**config.mk**
```make
export PLATFORM = sky130hd
export DESIGN_NAME = fsm_chain_flat
export DESIGN_NICKNAME = d
export VERILOG_FILES = /design/src/rtl/fsm_chain_if.sv /design/src/rtl/fsm_chain.sv /design/src/flat_wrapper.sv
export SDC_FILE = /design/constraint.sdc
export NUM_CORES = 1
export LEC_CHECK = 0
export ABC_AREA = 1
export CAP_MARGIN = 5
export CORE_MARGIN = 2
export CORE_UTILIZATION = 60
export CTS_CLUSTER_DIAMETER = 80
export DETAILED_ROUTE_END_ITERATION = 10
export PLACE_DENSITY = 0.79
export SLEW_MARGIN = 20
export SYNTH_ARGS = -nofsm -noshare
export SYNTH_HDL_FRONTEND = slang
export SYNTH_SLANG_ARGS = --single-unit
```
**constraint.sdc**
```tcl
create_clock -name clk_i -period 4 [get_ports clk_i]
set_input_delay 0.8 -clock clk_i [delete_from_list [all_inputs] [get_ports clk_i]]
set_output_delay 0.8 -clock clk_i [all_outputs]
set_load 0.005 [all_outputs]
```
**src/rtl/fsm_chain_if.sv**
```systemverilog
// fsm_chain_if: symbol stream bundle for the fsm_chain delay line.
//   data_in   : N-bit symbol into stage 1, sampled every clock
//   data_out  : N-bit binary-decoded state of the last stage
//   err_state : sticky flag, set once any stage has held a non-one-hot state
// Modports: master drives symbols and observes outputs; slave is the chain itself.
interface fsm_chain_if #(
  parameter int unsigned N = 4
);
  logic [N-1:0] data_in;
  logic [N-1:0] data_out;
  logic         err_state;

  modport master (
    output data_in,
    input  data_out,
    input  err_state
  );

  modport slave (
    input  data_in,
    output data_out,
    output err_state
  );
endinterface

```
**src/rtl/fsm_chain.sv**
```systemverilog
// fsm_chain: K cascaded Moore stages, each holding one N-bit symbol as a one-hot
// state of 2^N bits. The chain is a pure K-clock delay line; any stage found in a
// non-one-hot state is forced back to S0, passes symbol 0 downstream, and sets a
// sticky error flag so upset experiments can observe the corruption.
// Ports:
//   clk_i : clock, rising edge
//   rst_i : asynchronous active-low reset (all stages to S0, flag cleared)
//   bus   : fsm_chain_if.slave (data_in, data_out, err_state)
module fsm_chain #(
  parameter int unsigned N = 4,
  parameter int unsigned K = 32
) (
  input  logic        clk_i,
  input  logic        rst_i,
  fsm_chain_if.slave  bus
);

  localparam int unsigned S = 1 << N;

  logic [K-1:0][S-1:0] st_q, st_d;
  logic [K-1:0]        legal;
  logic [K-1:0][N-1:0] dec;
  logic [K-1:0][N-1:0] sym_in;
  logic                err_q, err_d;

  function automatic logic is_onehot(input logic [S-1:0] st);
    return (st != '0) && ((st & (st - S'(1))) == '0);
  endfunction

  // OR of set-bit indices; only meaningful for a one-hot input.
  function automatic logic [N-1:0] dec_onehot(input logic [S-1:0] st);
    logic [N-1:0] v;
    v = '0;
    for (int unsigned i = 0; i < S; i++) begin
      if (st[i]) v |= N'(i);
    end
    return v;
  endfunction

  always_comb begin
    legal  = '0;
    dec    = '0;
    sym_in = '0;
    st_d   = '0;
    err_d  = err_q;

    for (int unsigned k = 0; k < K; k++) begin
      legal[k] = is_onehot(st_q[k]);
      // An illegal stage presents symbol 0 to its successor.
      dec[k]   = legal[k] ? dec_onehot(st_q[k]) : '0;
    end

    sym_in[0] = bus.data_in;
    for (int unsigned k = 1; k < K; k++) begin
      sym_in[k] = dec[k-1];
    end

    for (int unsigned k = 0; k < K; k++) begin
      // Recovery to S0 wins over the normal transition.
      st_d[k] = legal[k] ? (S'(1) << sym_in[k]) : S'(1);
    end

    err_d = err_q | ~(&legal);
  end

  always_ff @(posedge clk_i or negedge rst_i) begin
    if (!rst_i) begin
      st_q  <= {K{S'(1)}};
      err_q <= 1'b0;
    end else begin
      st_q  <= st_d;
      err_q <= err_d;
    end
  end

  assign bus.data_out  = dec[K-1];
  assign bus.err_state = err_q;

endmodule

```
**src/flat_wrapper.sv**
```systemverilog
// flat-port wrapper written by rule: the top's interface ports become plain ports
module fsm_chain_flat 
#(
  parameter int unsigned N = 4,
  parameter int unsigned K = 32
)
  (clk_i, rst_i, bus_data_in, bus_data_out, bus_err_state);
  fsm_chain_if #(.N(N)) bus_i ();
  input  logic clk_i;
  input  logic rst_i;
  input wire logic [$bits(bus_i.data_in)-1:0] bus_data_in;
  output wire logic [$bits(bus_i.data_out)-1:0] bus_data_out;
  output wire logic [$bits(bus_i.err_state)-1:0] bus_err_state;
  assign bus_i.data_in = bus_data_in;
  assign bus_data_out = bus_i.data_out;
  assign bus_err_state = bus_i.err_state;
  fsm_chain #(.N(N), .K(K)) u_core (.clk_i(clk_i), .rst_i(rst_i), .bus(bus_i));
endmodule
```
==> flow_summary.yaml <==
timing:
  fin_tns_setup_ns: 0
  finalHoldViolations: 0
  fin_crit_ns: 3.729
  fmax_mhz: 268.2
  setup-violations-final: 0
  rsz0062_at_grt: "no"
  max_slew_margin: 0.2630
  fin_crit_sh: 0.9322
  drv_slew: 0
  finClkSkew_ns: 0.02296
  worstMarginPinSlew_ns: 1.095
cts:
  clock-root-buffer: "clkbuf_16"
  holdBufCountCts: 0
  h-tree-depth: 2
  cts_tree: "done"
  cts_buffers: 54
  path_clk_slew_ns: 0.06
  cts_resized: 0
  cts_buffer_depth: 3
  cts.sinks: 513
  clk_latency_ns: 0.61
  post-cts-setup-buffer-count: 0
final_layout:
  layout-drive-gt1-share: 0.08064
  layout_commonest_cell: "nor2_1"
  fill_cells: 3802
  area_growth_pct: 9.784
  num_antenna_cells: 0
  nets: 4082
  final_area_um2: 30550
  final_cell_mix: "nor2_1 (1155), nand2_1 (1057), dfrtp_1 (481), inv_1 (403), nand3_1 (176)"
grt:
  grt-busiest-layer: "met2"
  grt_pass1_vias: 23260
  met2_usage: 0.4346
  grt_overflow: 0
  gr-usage-met1: 0.3264
  grt_max_degree: 148
  antenna_found_initial: 1
  grt_pass1_wl_um: 101800
  grt_use_total: 0.2515
  met3_usage: 0.04033
power:
  irDropWorstVdd_uv: 550.2
  p_leak_nw: 16.77
  powerDensity_nw_per_um2: 747.8
drt:
  drt_iter0_markers: 1624
  postRouteAntennaNets: 0
  num_vias: 24530
  wl_per_cell_um: 12.49
  totalWireLength_um: 58930
  drt-vias-per-instance: 5.201
  drc_errors: 0
  dr.pass1.iters: 6
synthesis:
  synth_cell_type_count: 41
  synth_edf_count: 0
  synth_cells: 4008
  yosys_most_used_dff: "dfrtp_1"
  ys_seq_elements: 513
  yosys-top-cells-area: "dfrtp_1 (43%), nor2_1 (16%), nand2_1 (14%), inv_1 (5.4%), nand3_1 (3.2%)"
  yosys.area.top_type: "dfrtp_1"
  ys_warn_count: 0
  synth-async-reset-ratio: 1.000
  ys_seq_area_frac: 0.4627
  avgSynthCellArea_um2: 6.943
  synth_top_area_share: 0.4325
  mappedNetlistNets: 4014
  synth_area_um2: 27830
placement:
  place_area_um2: 28750
  portBuffers: 10
  gp_congestion: 0.9205
  hpwlAfterDp_um: 44160
worst_setup_path:
  path_cells: "nor2_1 > nand2_1 > nor2_2 > nand2_1 > o21ai_1 > nand2_1 > nor2_1 > nand3_1 > a41oi_1 > clkdlybuf4s50_1"
  worstSetupEndpointType: "output pin"
  slowest_stage: "clkdlybuf4s50_1"
  path_class: "flip-flop to output pin"
  cp_max_fo: 6
  path_buf_inv: 1
  crit_top_cell: "nand2_1"
  slowest_delay_ns: 0.53
  crit_family: "simple AND/OR/NAND/NOR gates"
  critPathRequiredTime_ns: 3.20
  cp-start-kind: "flip-flop"
  arrival_ns: 2.93
floorplanning:
  core_um2: 45580
  die_area_um2: 48120
  die_w_um: 219.4
  ios: 11
  rows: 78
  initial_core_util: 0.6106
  die_h_um: 219.4
run_status:
  status: "finished, final reports clean"
flow_run:
  drv_cap: 0
hold_path:
  hp-class: "input pin to asynchronous set/reset pin"
## through the flow
stage / cells / power [mW] / utilization / setup WS (ns) / hold slack, ns
floorplan: 4008 / 14.85 / - / 1.708 / 0.5044
global placement: 4620 / 17.63 / 0.6308 / 0.8898 / 0.6527
detailed placement: 4620 / 17.73 / 0.6308 / 0.9203 / 0.6499
CTS: 4717 / 22.90 / 0.6703 / 0.2564 / 0.1309
global route: 4717 / 24.81 / 0.6703 / 0.06197 / 0.1441
finish: 4717 / 22.85 / 0.6703 / 0.2714 / 0.1261
## metal layers
metal / part of all wire / vias to the layer above
li1: - / 12730
met1: 0.45 / 11180
met2: 0.48 / 503
met3: 0.042 / 123
met4: 0.023 / 2
met5: 0.00022 / -
## worst paths after layout
| check | slack (ns) | endpoint | from | cells after the start |
|---|---|---|---|---|
| worst max-delay path | 0.27 | bus_data_out[1] | u_core.st_q[499]$_DFF_PN0_ | 10 |
| worst min-delay path | 0.13 | u_core.st_q[23]$_DFF_PN0_ | rst_i | 1 |
| worst max register to register | 1.57 | u_core.bus.err_state$_DFF_PN0_ | u_core.st_q[195]$_DFF_PN0_ | 14 |
| worst min register to register | 0.67 | u_core.st_q[300]$_DFF_PN0_ | u_core.st_q[285]$_DFF_PN0_ | 3 |
| max in group asynchronous | 2.76 | u_core.st_q[177]$_DFF_PN0_ | rst_i | 2 |
| min in group clk_i | 0.67 | u_core.st_q[300]$_DFF_PN0_ | u_core.st_q[285]$_DFF_PN0_ | 3 |
## worst register-to-register path, cell delays in order (launching register included)
cell and delay (ns):
dfrtp_1 0.41, nor2_1 0.22, nand2_1 0.14, nor2_2 0.20, nand2_1 0.07, nand2_1 0.06
nand2_1 0.05, nor2_1 0.09, nand2_1 0.10, nor2_4 0.23, nand2_1 0.12, nor2_1 0.29
nand2_1 0.10, nor2_1 0.17, nand3_1 0.09
## sequential cells by signal, summed over array words and instances (netlist names)
name and cells:
u_core.bus.err_state 1, u_core.st_q 512
## kinds of logic after synthesis
logic type             Yosys count  synth area share
AND/OR/NAND/NOR               2757            0.4180
AO/OA/AOI/OAI                  292           0.05872
buffers and inverters          446           0.06052
flip-flops                     513            0.4627
## cell type report
| cell class | instances | area [µm²] | area share |
|---|---|---|---|
| repair buffers | 14 | 185.2 | 0.006061 |
| clock buffers | 80 | 1610 | 0.05271 |
| flip-flops and latches | 513 | 12880 | 0.4215 |
| inverters | 444 | 1669 | 0.05463 |
| multi-input cells | 3049 | 13270 | 0.4342 |
| well taps | 600 | 750.7 | 0.02457 |
| clock inverters | 17 | 191.4 | 0.006266 |
## Yosys cell counts (3+ instances only)
master	n
nand2_1	1057
inv_2	39
nand3b_1	9
dfstp_2	32
a21oi_1	50
nand3_2	11
inv_1	403
o21ai_1	26
nor3_2	12
o31ai_1	15
or2_2	4
nor4_1	44
and2_1	11
o211ai_1	9
or2_1	4
nand2_2	17
nor2_2	85
nor3_1	76
nor2_1	1155
a21boi_0	11
o21ai_0	152
nand4_1	65
o21a_1	3
dfrtp_1	481
o21ai_2	14
nor2_4	23
nand3_1	176
a31oi_1	4
## report_power, final
group	internal (mW)	switching, mW	total (mW)
registers	5.85	0.482	6.33
clock network	3.02	2.01	5.04
logic	3.05	8.43	11.5
total	11.9	10.9	22.8
Note: power is estimated with default switching activity, not from simulation.
